`src/rtl/vanilla_scoreboard_age_tracker.sv`:
```
`default_nettype none
// ============================================================================
// Module   : vanilla_scoreboard_age_tracker
// Purpose  : Counts outstanding long-latency writebacks per (register, class)
//            and tracks per-register busy age and worst-case age.
// Revision : 1.0 - initial release
// ============================================================================
module vanilla_scoreboard_age_tracker #(
    parameter int  REG_ELS     = 32,
    parameter int  CLASSES     = 4,
    parameter int  COUNT_WIDTH = 2,
    parameter int  AGE_WIDTH   = 16,
    localparam int REG_ADDR_W  = (REG_ELS > 1) ? $clog2(REG_ELS) : 1,
    localparam int CLASS_W     = (CLASSES > 1) ? $clog2(CLASSES) : 1
) (
    input  logic                       clk_i,
    input  logic                       reset_i,
    input  logic                       set_v_i,
    input  logic                       flush_i,
    input  logic [CLASS_W-1:0]         set_class_i,
    input  logic [REG_ADDR_W-1:0]      set_id_i,
    input  logic                       clear_v_i,
    input  logic [CLASS_W-1:0]         clear_class_i,
    input  logic [REG_ADDR_W-1:0]      clear_id_i,
    input  logic [REG_ADDR_W-1:0]      query_id_i,
    output logic [REG_ELS*CLASSES-1:0] pending_o,
    output logic [REG_ELS-1:0]         busy_o,
    output logic [AGE_WIDTH-1:0]       query_age_o,
    output logic [AGE_WIDTH-1:0]       max_age_o,
    output logic [REG_ADDR_W-1:0]      max_age_id_o,
    output logic                       overflow_o,
    output logic                       underflow_o
);

    localparam int                     c_slots     = REG_ELS * CLASSES;
    localparam logic [COUNT_WIDTH-1:0] c_count_max = '1;
    localparam logic [AGE_WIDTH-1:0]   c_age_max   = '1;

    logic [COUNT_WIDTH-1:0] r_count   [c_slots];
    logic [COUNT_WIDTH-1:0] w_count_n [c_slots];
    logic [AGE_WIDTH-1:0]   r_age     [REG_ELS];
    logic [AGE_WIDTH-1:0]   w_age_n   [REG_ELS];
    logic [c_slots-1:0]     w_set_sel;
    logic [c_slots-1:0]     w_clr_sel;
    logic [REG_ELS-1:0]     w_busy_n;
    logic                   w_set_e;
    logic                   w_ovf_hit;
    logic                   w_unf_hit;
    logic [AGE_WIDTH-1:0]   w_top_age;
    logic [REG_ADDR_W-1:0]  w_top_id;
    logic [AGE_WIDTH-1:0]   r_max_age;
    logic [REG_ADDR_W-1:0]  r_max_id;
    logic                   r_ovf;
    logic                   r_unf;

    // A set and clear landing on the same slot cancel, regardless of count.
    always_comb begin
        w_set_e   = set_v_i & ~flush_i;
        w_ovf_hit = 1'b0;
        w_unf_hit = 1'b0;
        w_set_sel = '0;
        w_clr_sel = '0;
        w_busy_n  = '0;
        for (int r = 0; r < REG_ELS; r++) begin
            for (int c = 0; c < CLASSES; c++) begin
                w_set_sel[r*CLASSES+c] = w_set_e && (set_id_i == REG_ADDR_W'(r))
                                         && (set_class_i == CLASS_W'(c));
                w_clr_sel[r*CLASSES+c] = clear_v_i && (clear_id_i == REG_ADDR_W'(r))
                                         && (clear_class_i == CLASS_W'(c));
                w_count_n[r*CLASSES+c] = r_count[r*CLASSES+c];
                case ({w_set_sel[r*CLASSES+c], w_clr_sel[r*CLASSES+c]})
                    2'b10: begin
                        if (r_count[r*CLASSES+c] == c_count_max)
                            w_ovf_hit = 1'b1;
                        else
                            w_count_n[r*CLASSES+c] = r_count[r*CLASSES+c] + COUNT_WIDTH'(1);
                    end
                    2'b01: begin
                        if (r_count[r*CLASSES+c] == '0)
                            w_unf_hit = 1'b1;
                        else
                            w_count_n[r*CLASSES+c] = r_count[r*CLASSES+c] - COUNT_WIDTH'(1);
                    end
                    default: ;
                endcase
                w_busy_n[r] = w_busy_n[r] | (w_count_n[r*CLASSES+c] != '0);
            end
        end
        for (int r = 0; r < REG_ELS; r++) begin
            if (!w_busy_n[r])
                w_age_n[r] = '0;
            else if (r_age[r] == c_age_max)
                w_age_n[r] = r_age[r];
            else
                w_age_n[r] = r_age[r] + AGE_WIDTH'(1);
        end
    end

    // Strict compare keeps the lowest index on ties.
    always_comb begin
        w_top_age = '0;
        w_top_id  = '0;
        for (int r = 0; r < REG_ELS; r++) begin
            if (r_age[r] > w_top_age) begin
                w_top_age = r_age[r];
                w_top_id  = REG_ADDR_W'(r);
            end
        end
    end

    always_ff @(posedge clk_i or posedge reset_i) begin
        if (reset_i) begin
            for (int i = 0; i < c_slots; i++) r_count[i] <= '0;
            for (int r = 0; r < REG_ELS; r++) r_age[r] <= '0;
            r_max_age <= '0;
            r_max_id  <= '0;
            r_ovf     <= 1'b0;
            r_unf     <= 1'b0;
        end else begin
            for (int i = 0; i < c_slots; i++) r_count[i] <= w_count_n[i];
            for (int r = 0; r < REG_ELS; r++) r_age[r] <= w_age_n[r];
            if (w_top_age > r_max_age) begin
                r_max_age <= w_top_age;
                r_max_id  <= w_top_id;
            end
            if (w_ovf_hit) r_ovf <= 1'b1;
            if (w_unf_hit) r_unf <= 1'b1;
        end
    end

    always_comb begin
        pending_o = '0;
        busy_o    = '0;
        for (int r = 0; r < REG_ELS; r++) begin
            for (int c = 0; c < CLASSES; c++) begin
                pending_o[r*CLASSES+c] = (r_count[r*CLASSES+c] != '0);
                busy_o[r] = busy_o[r] | (r_count[r*CLASSES+c] != '0);
            end
        end
    end

    assign query_age_o  = r_age[query_id_i];
    assign max_age_o    = r_max_age;
    assign max_age_id_o = r_max_id;
    assign overflow_o   = r_ovf;
    assign underflow_o  = r_unf;

endmodule
`default_nettype wire

```
`config.mk`:
```
export PLATFORM = sky130hd
export DESIGN_NAME = vanilla_scoreboard_age_tracker
export DESIGN_NICKNAME = d
export VERILOG_FILES = /design/src/rtl/vanilla_scoreboard_age_tracker.sv
export SDC_FILE = /design/constraint.sdc
export NUM_CORES = 2
export LEC_CHECK = 0
export ABC_AREA = 1
export BUFFER_PORTS_ARGS = -buffer_cell sky130_fd_sc_hd__buf_2
export CORE_MARGIN = 2
export CORE_UTILIZATION = 35
export CTS_CLUSTER_DIAMETER = 50
export DETAILED_ROUTE_END_ITERATION = 8
export PLACE_DENSITY = 0.6
export SETUP_SLACK_MARGIN = 0.02
export SLEW_MARGIN = 0
export SYNTH_ARGS = -nofsm -noshare
export SYNTH_HDL_FRONTEND = slang
export SYNTH_SLANG_ARGS = --single-unit
```
`constraint.sdc`:
```
create_clock -name clk_i -period 59 [get_ports clk_i]
set_clock_uncertainty 0.15 [all_clocks]
set_input_delay 2.95 -clock clk_i [delete_from_list [all_inputs] [get_ports clk_i]]
set_output_delay 2.95 -clock clk_i [all_outputs]
set_load 0.03 [all_outputs]
```
# Word-level counts from Yosys, hierarchy flattened

Cells that the tools add are included.

Bits in registers: 791
Input bits: 24
Logic and storage cells: 2,931
Output and inout bits: 199

Bitwise logic cells: 195
Multiplexer cells: 1,026
Add/subtract/negate cells: 288
Magnitude comparators: 34
Eq/ne operators: 516
Reductions and logical operators: 708

Operator list:

| operator              | number |
|---|---|
| $mux 16               | 98 |
| $eq 2x2->1 const B    | 260 |
| $mux 1                | 513 |
| $add 16x1->16 const B | 32 |
| $eq 16x16->1 const B  | 32 |
| $gt 16x16->1          | 32 |
| $mux 2                | 256 |
| $pmux 2 s2            | 128 |
| $reduce_bool 2->1     | 256 |
| $logic_and 1x1->1     | 320 |
| $eq 2x1->1 const B    | 130 |
| $logic_not 2->1       | 130 |
| $add 2x1->2 const B   | 128 |
| $sub 2x1->2 const B   | 128 |
| $or 1x1->1            | 192 |
| $eq 5x5->1 const B    | 32 |
| $mux 5                | 30 |
| $bmux 16 s5           | 1 |
| $eq 5x4->1 const B    | 16 |
| $ne 2x2->1 const B    | 32 |
| $eq 5x3->1 const B    | 8 |
| $eq 5x2->1 const B    | 4 |
| $gt 16x1->1 const B   | 1 |
| $eq 5x1->1 const B    | 2 |
| other kinds (5)       | 6 |

# Longest topological paths before layout

Depth after elaboration: 260
Gate-level depth with buffers: 423
Mapped depth without buffers: 392

# Worst setup path before layout

Ideal clock, no wire load.

Kind: reg2reg
Start: reg r_age[500] in the netlist's numbering
End: reg r_max_age[0] (netlist: max_age_o[0])
Data arrival time: 44.624 ns
Period minus slack after synthesis: 44.892 ns
Library setup time: 0.117 ns
Cell stages (with the launch flop): 315
Buffers on the path: 33
Slack: 14.108 ns
Required time: 58.733 ns
Cell sequence: dfrtp_1 > nor4_1 > nand4_1 > and2_1 > ha_1 > inv_1 > nand2_1 > nand2_1 > nand2_1 > nand2_1 > nand2_1 > nand2_1 > nand2_1 > nand2_2 > nand2_2 > clkbuf_8 > o21ai_0 > ha_1 > [... 279 more ...] > a2111oi_0 > o31ai_1 > nand2_1 > clkbuf_4 > buf_6 > nand3_1 > and2_1 > ha_1 > inv_1 > nor2_1 > nor2_1 > o21ai_0 > a21oi_1 > o31ai_1 > nand2_2 > dlygate4sd3_1 > nand2_1 > nand2_1

Cells in the longest elaborated chain, start to end: 65

Ends and longest elaborated chain:

| item                 | RTL line | text |
|---|---|---|
| from (decl)          | 41       | `logic [AGE_WIDTH-1:0] r_age [REG_ELS];` |
| $gt 16x1->1          | 104      | `if (r_age[r] > w_top_age) begin` |
| $mux 16 *            | 104      |  |
| $gt 16x16->1         | 104      |  |
| $mux 16 *            | 104      |  |
| $gt 16x16->1         | 104      |  |
| $mux 16 *            | 104      |  |
| $gt 16x16->1         | 104      |  |
| $mux 16 *            | 104      |  |
| [... 50 more ...]    | n/a      |  |
| $gt 16x16->1         | 104      |  |
| $mux 16 *            | 104      |  |
| $gt 16x16->1         | 104      |  |
| $mux 16 *            | 104      |  |
| $gt 16x16->1         | 104      |  |
| $mux 16 *            | 104      |  |
| via w_top_age[1]     | 49       | `logic [AGE_WIDTH-1:0] w_top_age;` |
| $gt 16x16->1 *       | 122      | `if (w_top_age > r_max_age) begin` |
| to (signal assigned) | 123      | `r_max_age <= w_top_age;` |
| to (decl)            | 51       | `logic [AGE_WIDTH-1:0] r_max_age;` |

Mark *: on every way through the listed nets, which the timed path passes. The rest lies on a longest branch.
A chain may end at the register's enable or synchronous reset.

# Worst setup path in the final report

Start: reg r_age[508] in the netlist's numbering
End: reg r_max_age[11] (netlist: max_age_o[11])

The elaborated chain is that of the path after synthesis.

==> impl_results.html <==
<table>
<tr><th>Metric</th><th>Value</th></tr>
<tr><th colspan="2">Logic synthesis</th></tr>
<tr><td>Fraction of post-synthesis cell area in the top cell type by area</td><td>27.7%</td></tr>
<tr><td>Cell type with the highest aggregate area in the netlist</td><td>dfrtp_1</td></tr>
<tr><td>Mapped Avg Cell Area</td><td>6.82 sq um</td></tr>
<tr><td>Count of different cell masters after synthesis</td><td>65</td></tr>
<tr><td>Most used flip-flop cell after synthesis</td><td>dfrtp_1</td></tr>
<tr><td>Seq/Total Area, Yosys</td><td>27.7%</td></tr>
<tr><td>Synthesized Nets</td><td>11278</td></tr>
<tr><td>Yosys reg bits</td><td>791</td></tr>
<tr><td>Yosys synthesis warning count</td><td>0</td></tr>
<tr><td>Post-synthesis instance area</td><td>71500 sq um</td></tr>
<tr><td>Fraction of synthesis flops using an asynchronous set or reset pin</td><td>100%</td></tr>
<tr><td>Leading post-synthesis cells by cell area</td><td>dfrtp_1 (28%), ha_1 (14%), inv_1 (9.2%)</td></tr>
<tr><td>Mapped Cells</td><td>10482</td></tr>
<tr><td>Post-synth EDFFs</td><td>0</td></tr>
<tr><th colspan="2">Die</th></tr>
<tr><td>Total die area</td><td>208000 sq um</td></tr>
<tr><td>Initial cell density of the core</td><td>35.3%</td></tr>
<tr><td>Placeable core region</td><td>203000 sq um</td></tr>
<tr><td>Horizontal die dimension</td><td>456 um</td></tr>
<tr><td>Chip height</td><td>456 um</td></tr>
<tr><td>Number of I/O pins</td><td>223</td></tr>
<tr><td>Number of rows created at floorplan</td><td>165</td></tr>
<tr><th colspan="2">Drt</th></tr>
<tr><td>Antenna-violating nets left</td><td>0</td></tr>
<tr><td>Vias per std cell</td><td>5.57</td></tr>
<tr><td>Met1 Wirelength</td><td>121000 um</td></tr>
<tr><td>Number of vias after detailed routing</td><td>74778</td></tr>
<tr><td>Routed Wire Length</td><td>275000 um</td></tr>
<tr><td>Routed length on met2</td><td>120000 um</td></tr>
<tr><td>First-pass iteration count of the detailed router</td><td>8</td></tr>
<tr><td>Max Used Layer</td><td>met5</td></tr>
<tr><td>Routed length per placed instance</td><td>20.5 um</td></tr>
<tr><td>Detailed Route Iter0 Violations</td><td>7680</td></tr>
<tr><td>Total met3 wirelength after detailed routing</td><td>21600 um</td></tr>
<tr><td>Remaining DRCs</td><td>1</td></tr>
<tr><th colspan="2">Timing</th></tr>
<tr><td>Maximum achievable frequency</td><td>18.6 MHz</td></tr>
<tr><td>Slew Viols, Final</td><td>0</td></tr>
<tr><td>RSZ-0062 raised after global routing</td><td>no</td></tr>
<tr><td>Slew Limit Headroom</td><td>15.2%</td></tr>
<tr><td>Setup slack after layout</td><td>5.15 ns</td></tr>
<tr><td>Final clock period utilization by the worst path</td><td>91.3%</td></tr>
<tr><td>Final count of negative-setup-slack endpoints</td><td>0</td></tr>
<tr><td>Shortest clock period the worst path allows after layout</td><td>53.85 ns</td></tr>
<tr><td>Hold violation count in the final report</td><td>0</td></tr>
<tr><td>Aggregate negative setup slack</td><td>0 ns</td></tr>
<tr><td>Worst Max-Slew Pin Slew</td><td>1.27 ns</td></tr>
<tr><th colspan="2">Clocking</th></tr>
<tr><td>H-tree levels</td><td>4</td></tr>
<tr><td>Cts hold-fix bufs</td><td>0</td></tr>
<tr><td>Later-pin clock latency in the skew report</td><td>0.86 ns</td></tr>
<tr><td>CTS tree</td><td>yes</td></tr>
<tr><td>Clock buffers created by TritonCTS</td><td>140</td></tr>
<tr><td>Clock-pin slew of the registers on the worst-case setup and hold paths</td><td>0.05 ns</td></tr>
<tr><td>Clock sink count</td><td>791</td></tr>
<tr><td>Clk root buf</td><td>clkbuf_16</td></tr>
<tr><td>Number of buffers on the longest clock path</td><td>3</td></tr>
<tr><th colspan="2">Place</th></tr>
<tr><td>Count of input and output buffers</td><td>222</td></tr>
<tr><td>Worst slack, placed</td><td>1.18 ns</td></tr>
<tr><td>HPWL after DPL</td><td>216000 um</td></tr>
<tr><td>Last weighted congestion value of the routability-driven placer</td><td>0.992</td></tr>
<tr><th colspan="2">Layout</th></tr>
<tr><td>Area of all sequential standard cells</td><td>19800 sq um</td></tr>
<tr><td>Layout-stage area growth over the synthesis result</td><td>11.8%</td></tr>
<tr><td>Multi-input gate area in the final layout</td><td>43500 sq um</td></tr>
<tr><td>Number of fill cells in the layout</td><td>21220</td></tr>
<tr><td>Fraction of layout instances using a drive strength above 1</td><td>6.19%</td></tr>
<tr><td>Final nets</td><td>11433</td></tr>
<tr><th colspan="2">Worst setup path</th></tr>
<tr><td>CP max stage delay</td><td>0.55 ns</td></tr>
<tr><td>Cell type with the highest occurrence count on the critical path</td><td>nand2_1</td></tr>
<tr><td>Critical path data arrival time</td><td>54.40 ns</td></tr>
<tr><td>Crit start category</td><td>flip-flop</td></tr>
<tr><td>Slowest cell on the critical path</td><td>o21ai_0</td></tr>
<tr><td>Worst Setup Path Type</td><td>flip-flop to flip-flop</td></tr>
<tr><td>Kind of capture point of the worst setup path</td><td>flip-flop</td></tr>
<tr><td>Worst Path Max Fanout</td><td>36</td></tr>
<tr><td>Critical path required time</td><td>59.55 ns</td></tr>
<tr><th colspan="2">Status</th></tr>
<tr><td>Run status</td><td>complete, but fails checks</td></tr>
<tr><td>Failing checks</td><td>design-rule violations</td></tr>
<tr><th colspan="2">Job</th></tr>
<tr><td>Count of maximum capacitance violations</td><td>0</td></tr>
<tr><th colspan="2">GRT</th></tr>
<tr><td>Number of global-route vias before repair</td><td>70815</td></tr>
<tr><td>Largest net degree at the start of global routing</td><td>167</td></tr>
<tr><td>Overall Global Routing Usage</td><td>25.6%</td></tr>
<tr><td>Remaining global-route overflow</td><td>0</td></tr>
<tr><td>Number of antenna violations at the first check in global routing</td><td>17</td></tr>
<tr><td>First-pass GRT wire length</td><td>419000 um</td></tr>
<tr><th colspan="2">Worst hold path</th></tr>
<tr><td>Class of the most critical hold timing path</td><td>flip-flop to flip-flop</td></tr>
</table>
==> layout by cell type, fill, tap and decap left out, types with 14 or more instances in the layout <==
| cell | count |
|---|---|
| inv_1 | 1751 |
| nand2_1 | 1747 |
| o21ai_0 | 1172 |
| nor2_1 | 1162 |
| dfrtp_1 | 791 |
| ha_1 | 772 |
| a21oi_1 | 691 |
| nand3_1 | 460 |
| nor3_1 | 381 |
| buf_2 | 220 |
| nand4_1 | 193 |
| a211oi_1 | 168 |
| clkbuf_16 | 140 |
| o31ai_1 | 90 |
| nor4_1 | 87 |
| o22ai_1 | 78 |
| a31oi_1 | 76 |
| o221ai_1 | 66 |
| nand2_2 | 62 |
| buf_4 | 48 |
| a221oi_1 | 47 |
| o21bai_1 | 43 |
| xor2_1 | 37 |
| and2_1 | 31 |
| o211ai_1 | 28 |
| nand2_4 | 26 |
| o21ai_1 | 24 |
| and3_1 | 21 |
| o221a_2 | 21 |
| nand3b_1 | 18 |
| clkbuf_8 | 18 |
| clkinv_1 | 17 |
| o21a_1 | 17 |
| bufinv_16 | 17 |
| clkbuf_1 | 17 |
| nor3b_1 | 15 |
| a32oi_1 | 15 |
| inv_6 | 14 |
==> per-stage QoR <==
step,hold WS (ns),util (%),instances,instance area [sq um]
final,0.354,39.4,13425,79900
after global placement,0.334,36.8,13162,74700
after CTS,0.357,39.3,13418,79700
after floorplan,0.327,-,10482,71500
after detailed placement,0.344,36.8,13162,74700
after global routing,0.384,39.4,13425,79900
==> cell usage after synthesis, drive strengths merged (3+ instances only) <==
| library cell | number |
|---|---|
| nand2 | 1836 |
| inv | 1758 |
| o21ai | 1197 |
| nor2 | 1162 |
| dfrtp | 791 |
| ha | 772 |
| a21oi | 693 |
| nand3 | 460 |
| nor3 | 388 |
| nand4 | 194 |
| clkbuf | 192 |
| a211oi | 168 |
| nor4 | 91 |
| o31ai | 90 |
| o22ai | 78 |
| a31oi | 76 |
| o221ai | 66 |
| buf | 64 |
| a221oi | 47 |
| o21bai | 43 |
| xor2 | 37 |
| and2 | 31 |
| o211ai | 28 |
| and3 | 27 |
| o221a | 21 |
| nand3b | 18 |
| clkinv | 17 |
| o21a | 17 |
| a2111oi | 15 |
| a32oi | 15 |
| nor3b | 15 |
| or2 | 12 |
| xnor2 | 10 |
| a311oi | 9 |
| o211a | 8 |
| a211o | 7 |
| or3 | 5 |
| a21o | 3 |
| a22oi | 3 |
==> logic make-up (layout without fill, tap and decap cells) <==
family | after synthesis | in the layout | share of synthesized area, %
and+or+nand+nor | 4243 | 4246 | 25.6
AOI/OAI and AO/OA | 2591 | 2591 | 20.8
buffers and inverters | 2036 | 2302 | 11.8
DFF | 791 | 791 | 27.7
adders and majority gates | 772 | 772 | 13.5
xor gates and xnor gates | 47 | 47 | 0.576
muxes | 2 | 2 | 0.0297
other | 0 | 2 | 0
==> worst max-delay path, delay by kind of cell, from the launching register on <==
family / cells / cell delay, ns
AOI/OAI and AO/OA: 95 / 19.36
and+or+nand+nor: 143 / 21.72
buffers and inverters: 7 / 1.29
DFF: 1 / 0.43
adders and majority gates: 32 / 10.47
==> state kept, by name, summed over array words and instances (netlist names) <==
| signal | cells |
|---|---|
| max_age_id_o | 5 |
| max_age_o | 16 |
| overflow_o | 1 |
| r_age | 512 |
| r_count | 256 |
| underflow_o | 1 |
==> timing repair <==
item                                    4_1_cts  5_1_grt
gates resized for setup                       0       58
endpoints found under the setup margin        0       21
buffers inserted                              0        2
==> final timing paths <==
kind | start | to | slack [ns] | cells after the start
max | r_age[508]$_DFFE_PP0P_ | max_age_o[11]$_DFFE_PP0N_ | 5.15 | 277
min | max_age_o[15]$_DFFE_PP0N_ | max_age_o[15]$_DFFE_PP0N_ | 0.35 | 2
max reg2reg | r_age[508]$_DFFE_PP0P_ | max_age_o[11]$_DFFE_PP0N_ | 5.15 | 277
min reg2reg | max_age_o[15]$_DFFE_PP0N_ | max_age_o[15]$_DFFE_PP0N_ | 0.35 | 2
max in group asynchronous | reset_i | r_age[368]$_DFFE_PP0P_ | 53.71 | 5
min in group asynchronous | reset_i | r_age[209]$_DFFE_PP0P_ | 2.04 | 2
==> routing by layer <==
| metal | vias to the layer above | GRT usage, % |
|---|---|---|
| li1 | 35769 | - |
| met1 | 35576 | 34.7 |
| met2 | 2883 | 39.8 |
| met3 | 534 | 4.53 |
| met4 | 16 | 11.2 |
| met5 | - | 0 |
==> cell type report <==
class,instances,share of cell area [%]
Multi-Input combinational cell,7658,54.4
Sequential cell,791,24.8
Inverter,1775,8.36
Clock buffer,175,4.77
Tap cell,2672,4.18
Timing Repair Buffer,271,1.90
Clock inverter,81,1.56
Antenna cell,2,0.00626
Power is left out: the tool's default activity adds up to more than one toggle a clock period on the data nets, which glitch-free logic cannot reach.
